<file path="src/rtl/xor_implies_stream.sv">
// Streams an N-bit vector in W-bit beats, then evaluates parity AND K implication terms.
// Define XOR_IMPLIES_DIAG_EN to add the out_viol violated-implication count output.
module xor_implies_stream #(
  parameter int N = 16,
  parameter int W = 4,
  parameter int K = 4
) (
  input  logic         clk,
  input  logic         rst_n,
  input  logic         in_valid,
  output logic         in_ready,
  input  logic [W-1:0] in_data,
  output logic         out_valid,
  input  logic         out_ready,
  output logic         out,
  output logic         out_parity
`ifdef XOR_IMPLIES_DIAG_EN
  ,
  output logic [(($clog2(K+1) > 0) ? $clog2(K+1) : 1)-1:0] out_viol
`endif
);

  localparam int B  = N / W;
  localparam int CW = (B > 1) ? $clog2(B) : 1;

  typedef enum logic [1:0] {COLLECT, EVAL, DONE} state_t;

  state_t        state, state_nxt;
  logic [N-1:0]  vec;
  logic [CW-1:0] beat_cnt;
  logic          run_parity;
  logic          beat_fire;
  logic          last_beat;
  logic          implies_ok;

  assign beat_fire = (state == COLLECT) && in_valid;
  assign last_beat = (beat_cnt == CW'(B - 1));

  always_ff @(posedge clk) begin
    if (!rst_n) state <= COLLECT;
    else        state <= state_nxt;
  end

  always_comb begin
    state_nxt = state;
    unique case (state)
      COLLECT: if (beat_fire && last_beat) state_nxt = EVAL;
      EVAL:    state_nxt = DONE;
      DONE:    if (out_ready) state_nxt = COLLECT;
      default: state_nxt = COLLECT;
    endcase
  end

  always_comb begin
    in_ready  = (state == COLLECT);
    out_valid = (state == DONE);
  end

  // The running parity is cleared only when a result is consumed, so a new vector always starts from zero.
  always_ff @(posedge clk) begin
    if (!rst_n) begin
      vec        <= '0;
      beat_cnt   <= '0;
      run_parity <= 1'b0;
    end else if (beat_fire) begin
      vec[int'(beat_cnt)*W +: W] <= in_data;
      run_parity                 <= run_parity ^ (^in_data);
      beat_cnt                   <= last_beat ? '0 : beat_cnt + CW'(1);
    end else if ((state == DONE) && out_ready) begin
      run_parity <= 1'b0;
    end
  end

  always_comb begin
    implies_ok = 1'b1;
    for (int j = 0; j < K; j++) begin
      implies_ok = implies_ok & (~vec[j] | vec[N-1-j]);
    end
  end

  // out takes its parity from the stored vector; both sources hold the same XOR once EVAL is reached.
  always_ff @(posedge clk) begin
    if (!rst_n) begin
      out        <= 1'b0;
      out_parity <= 1'b0;
    end else if (state == EVAL) begin
      out        <= (^vec) & implies_ok;
      out_parity <= run_parity;
    end
  end

`ifdef XOR_IMPLIES_DIAG_EN
  localparam int VW = ($clog2(K+1) > 0) ? $clog2(K+1) : 1;

  logic [VW-1:0] viol_cnt;

  always_comb begin
    viol_cnt = '0;
    for (int j = 0; j < K; j++) begin
      viol_cnt = viol_cnt + VW'(vec[j] & ~vec[N-1-j]);
    end
  end

  always_ff @(posedge clk) begin
    if (!rst_n)             out_viol <= '0;
    else if (state == EVAL) out_viol <= viol_cnt;
  end
`endif

endmodule

</file>
<file path="config.mk">
export PLATFORM = sky130hd
export DESIGN_NAME = xor_implies_stream
export DESIGN_NICKNAME = d
export VERILOG_FILES = /design/src/rtl/xor_implies_stream.sv
export SDC_FILE = /design/constraint.sdc
export NUM_CORES = 1
export LEC_CHECK = 0
export ABC_AREA = 1
export BUFFER_PORTS_ARGS = -buffer_cell sky130_fd_sc_hd__buf_2
export CAP_MARGIN = 20
export CORE_UTILIZATION = 60
export DETAILED_ROUTE_END_ITERATION = 10
export GPL_ROUTABILITY_DRIVEN = 0
export GPL_TIMING_DRIVEN = 1
export PLACE_DENSITY_LB_ADDON = 0.05
export SETUP_SLACK_MARGIN = 0.05
export SLEW_MARGIN = 15
export SYNTH_ARGS = -nofsm -noshare
export SYNTH_HDL_FRONTEND = slang
export SYNTH_SLANG_ARGS = --single-unit
</file>
<file path="constraint.sdc">
create_clock -name clk -period 2.45 [get_ports clk]
set_input_delay 0.49 -clock clk [delete_from_list [all_inputs] [get_ports clk]]
set_output_delay 0.49 -clock clk [all_outputs]
set_load 0.05 [all_outputs]
</file>
[Word-level counts from Yosys, hierarchy flattened]
Cells that the tools add are included.
Storage, ports and cells
  flip-flop bits (word level): 23
  output and inout bits: 4
  word-level logic and storage cells: 43
Operators by class
  add/sub/neg operators: 2
  eq/ne operators: 5
  shifts and indexed selects: 2
  muxes and demuxes: 7
  bitwise logic cells: 13
  reduce and logical (&&, ||, !) cells: 8
Operators by type and width (number)
  $neg A4 Y33: 1
  $shift A4 B33 Y16 const A: 1
  $shiftx A4 B33 Y16: 1
  $bwmux W16: 1
  $reduce_xor A16 Y1: 1
  $mux W2: 3
  $pmux W2 S3: 1
  $and A1 B1 Y1: 4
  $eq A2 B2 Y1 const B: 2
  $ne A2 B1 Y1 const B: 2
  $not A1 Y1: 4
  $or A1 B1 Y1: 4
  $reduce_xor A4 Y1: 1
  $logic_and A1 B1 Y1: 3
  $add A2 B1 Y2 const B: 1
  $eq A2 B1 Y1 const B: 1
  $logic_not A2 Y1: 1
  $mux W1: 2
  $reduce_and A2 Y1: 1
  $reduce_bool A2 Y1: 1
  $xor A1 B1 Y1: 1

[Longest topological paths before layout]
  word-level depth: 6
  gate-level depth with buffers: 11
  mapped depth without buffers: 11

[Least setup slack after synthesis]
OpenSTA, ideal clock, no wires.
  kind: reg-to-output
  from: reg state[1]
  to: out out_valid
  arrival time: 1.103 ns
  data required time: 1.960 ns
  slack: 0.857 ns
  cell stages (with the launch flop): 3
  path through: dfxtp_1 > inv_1 > nor2_1
Between the ends
  word-level cells in the longest chain between the ends: 1
RTL lines
  from (decl): line 28  | state_t state, state_nxt;
  from (signal assigned): line 41  | else state <= state_nxt;
  $eq A2 B2 Y1: line 56  | out_valid = (state == DONE);
  to (decl): line 13  | output logic out_valid,
Every way passes these cells.

[Worst setup path after layout]
  from: reg beat_cnt[0]
  to: reg vec[0]
Between the ends
  word-level cells in the longest chain between the ends: 3
  elaborated cells on any way between the ends: 4
RTL lines
  from (decl): line 30  | logic [CW-1:0] beat_cnt;
  from (signal assigned): line 68  | beat_cnt <= last_beat ? '0 : beat_cnt + CW'(1);
  $neg A4 Y33 *: line 66  | vec[int'(beat_cnt)*W +: W] <= in_data;
  $shiftx A4 B33 Y16 / $shift A4 B33 Y16 (equally long branches): line 66
  $bwmux W16 *: line 66
  to (signal, indexed assignment): line 66
  to (decl): line 29  | logic [N-1:0] vec;
Mark *: on every way between the ends. The rest lies on a longest branch, timed or not.
A chain may end at the register's enable or synchronous reset.

==> impl_metrics.env <==
export IMPL_hold_start="out_ready"
export IMPL_antenna_cells=0
export IMPL_ys_ff_latch=23
export IMPL_grt_max_degree=14
export IMPL_post_cts_repair_setup_buffers=0
export IMPL_timing_final_ws_setup_ns=0.616
export IMPL_rsz0062_at_grt="false"
export IMPL_placeableCoreArea_um2=2250
export IMPL_period_minus_slack_ns=1.83
export IMPL_cp_max_fo=9
export IMPL_post_route_period_util_pct=74.9
export IMPL_cts_clk_slew_worst_paths_ns=0.13
export IMPL_worst_ep_required_time_ns=2.67
export IMPL_synth_cell_types=27
export IMPL_antenna_found_initial=0
export IMPL_cts_sinks=23
export IMPL_crit_type="reg -> reg"
export IMPL_die_y_um=51.6
export IMPL_regArea_um2=460
export IMPL_htreeDepth=1
export IMPL_drive_gt1_share_pct=22.2
export IMPL_io_pins=12
export IMPL_finalHoldViolCount=0
export IMPL_ctsHoldBuffers=0
export IMPL_fmax_ghz=0.545
export IMPL_final_cell_mix="nand2_1, dfxtp_1, inv_1"
export IMPL_cp_end_kind="register"
export IMPL_hold_slack_ns=0.438
export IMPL_clk_latency_ns=0.32
export IMPL_final_setup_viol_count=0
export IMPL_fin_skew_ns=0.00827
export IMPL_first_iter_violations=33
export IMPL_syn_area_per_cell_um2=6.80
export IMPL_netlist_instances=217
export IMPL_yosys_warnings=0
export IMPL_r2r_start="beat_cnt[0]"
export IMPL_start_util_pct=65.4
export IMPL_drc=0
export IMPL_place_hpwl_um=2400
export IMPL_cap_violations=0
export IMPL_grt_pass1_wl_um=5120
export IMPL_hold_class="in -> reg"
export IMPL_cts_tree="yes"
export IMPL_grt_remaining_overflow=0
export IMPL_grt_pass1_vias=1253
export IMPL_numCtsBuffers=3
export IMPL_powerDensity_nw_per_um2=519
export IMPL_irDropWorstVdd_v=0.000367
export IMPL_finish_utilization_pct=70.1
export IMPL_ys_seq_area_share_pct=31.2
export IMPL_status="finished clean"
export IMPL_drt_pass1_iterations=4
export IMPL_worstSetupStartpoint="beat_cnt[0]"
export IMPL_drv_slew=0
export IMPL_synthesis_nets=230
export IMPL_syn2layout_area_growth_pct=7.21
export IMPL_routedWlPerCell_um=11.6
export IMPL_tns_ns=0
export IMPL_startpoint_type="register"
export IMPL_die_area_um2=2660
export IMPL_mostFrequentLayoutCell="nand2_1"
export IMPL_viasPerCell=5.29
export IMPL_slew_headroom_pct=75.6
export IMPL_io_buffers=11
export IMPL_cp_arrival_ns=2.06
export IMPL_fillCellCount=219
export IMPL_dpl_worst_slack_ns=0.657
export IMPL_grt_usage_pct=25.9
export IMPL_final_nets=244
export IMPL_vias=1364
export IMPL_fp_row_count=17
export IMPL_clock_tree_buffer_depth=2
export IMPL_cts_root_buf="clkbuf_4"
export IMPL_die_x_um=51.6
export IMPL_wirelength_um=3000
export IMPL_worst_pin_slew_ns=0.365
export IMPL_cts_resized=0
export IMPL_multi_input_area_um2=868
export IMPL_final_antenna_net_count=0
export IMPL_p_leak_uw=0.000744
export IMPL_netlist_area_um2=1480
[cell type report]
type	count	share of cell area, %
Multi-Input combinational cell	157	54.9
Inverter	35	8.62
Tap cell	28	2.22
Timing Repair Buffer	11	3.48
Clock buffer	4	1.66
Sequential cell	23	29.1
[worst paths after layout]
kind	endpoint	slack, ns	cells after the start
worst max-delay path	vec[0]	0.62	5
worst min-delay path	state[1]	0.44	4
worst max register to register	vec[0]	0.62	5
worst min register to register	out	0.49	2
[Yosys cell counts]
cell type,n,area (µm²)
clkinv_4,1,8.76
o21ai_1,2,10.0
a41oi_1,2,17.5
nand2_2,2,12.5
inv_2,15,56.3
dfxtp_1,23,460
a21oi_2,1,8.76
nand3_1,6,30.0
o22ai_2,2,25.0
nor3_2,1,10.0
buf_2,2,10.0
nand2_1,80,300
a21oi_1,9,45.0
xnor2_1,3,26.3
o21ai_0,5,25.0
a211oi_1,4,30.0
nor2_8,1,20.0
a31oi_1,4,25.0
nand2_4,3,33.8
inv_1,19,71.3
nor3_1,1,5.00
nor2_1,14,52.6
o22ai_1,1,6.26
nor2_2,2,12.5
nor2_4,2,22.5
ha_1,5,62.6
a211oi_2,7,87.6
[metrics by stage]
step	instances	power, µW	cell area [µm²]
after floorplan	217	600	1480
after global placement	254	637	1560
after detailed placement	254	648	1560
after CTS	258	821	1580
after global routing	258	867	1580
final	258	821	1580
[logic make-up after synthesis]
group                      share of synthesized area, %
xor gates and xnor gates                           1.78
and+or+nand+nor                                    33.8
adders and majority gates                          4.24
DFF                                                31.2
AOI/OAI and AO/OA                                  19.0
buffers and inverters                              9.92
[layer usage]
layer	share of wire, %	vias up	global-route usage (%)
met3	2.7	8	4.68
met2	49	24	46.5
met5	0	-	0
met4	1.8	0	11.3
met1	46	621	29.7
li1	-	711	-
[state kept, by name (all words and copies together), names as in the netlist]
signal,flops
run_parity,1
state,2
beat_cnt,2
out,1
vec,16
out_parity,1
[critical path, cell delays in order (launching register included)]
cell	delay, ns
dfxtp_1	0.54
inv_2	0.13
ha_1	0.42
nor3_2	0.30
a21oi_1	0.12
a211oi_1	0.22
[power breakdown]
group | switching, µW | internal, µW | total, µW | leakage (µW)
logic | 150 | 77.0 | 227 | 0.000542
clock network | 116 | 63.7 | 180 | 0.0000150
registers | 19.4 | 395 | 414 | 0.000188
No activity file was read; power rests on OpenSTA's default activity.
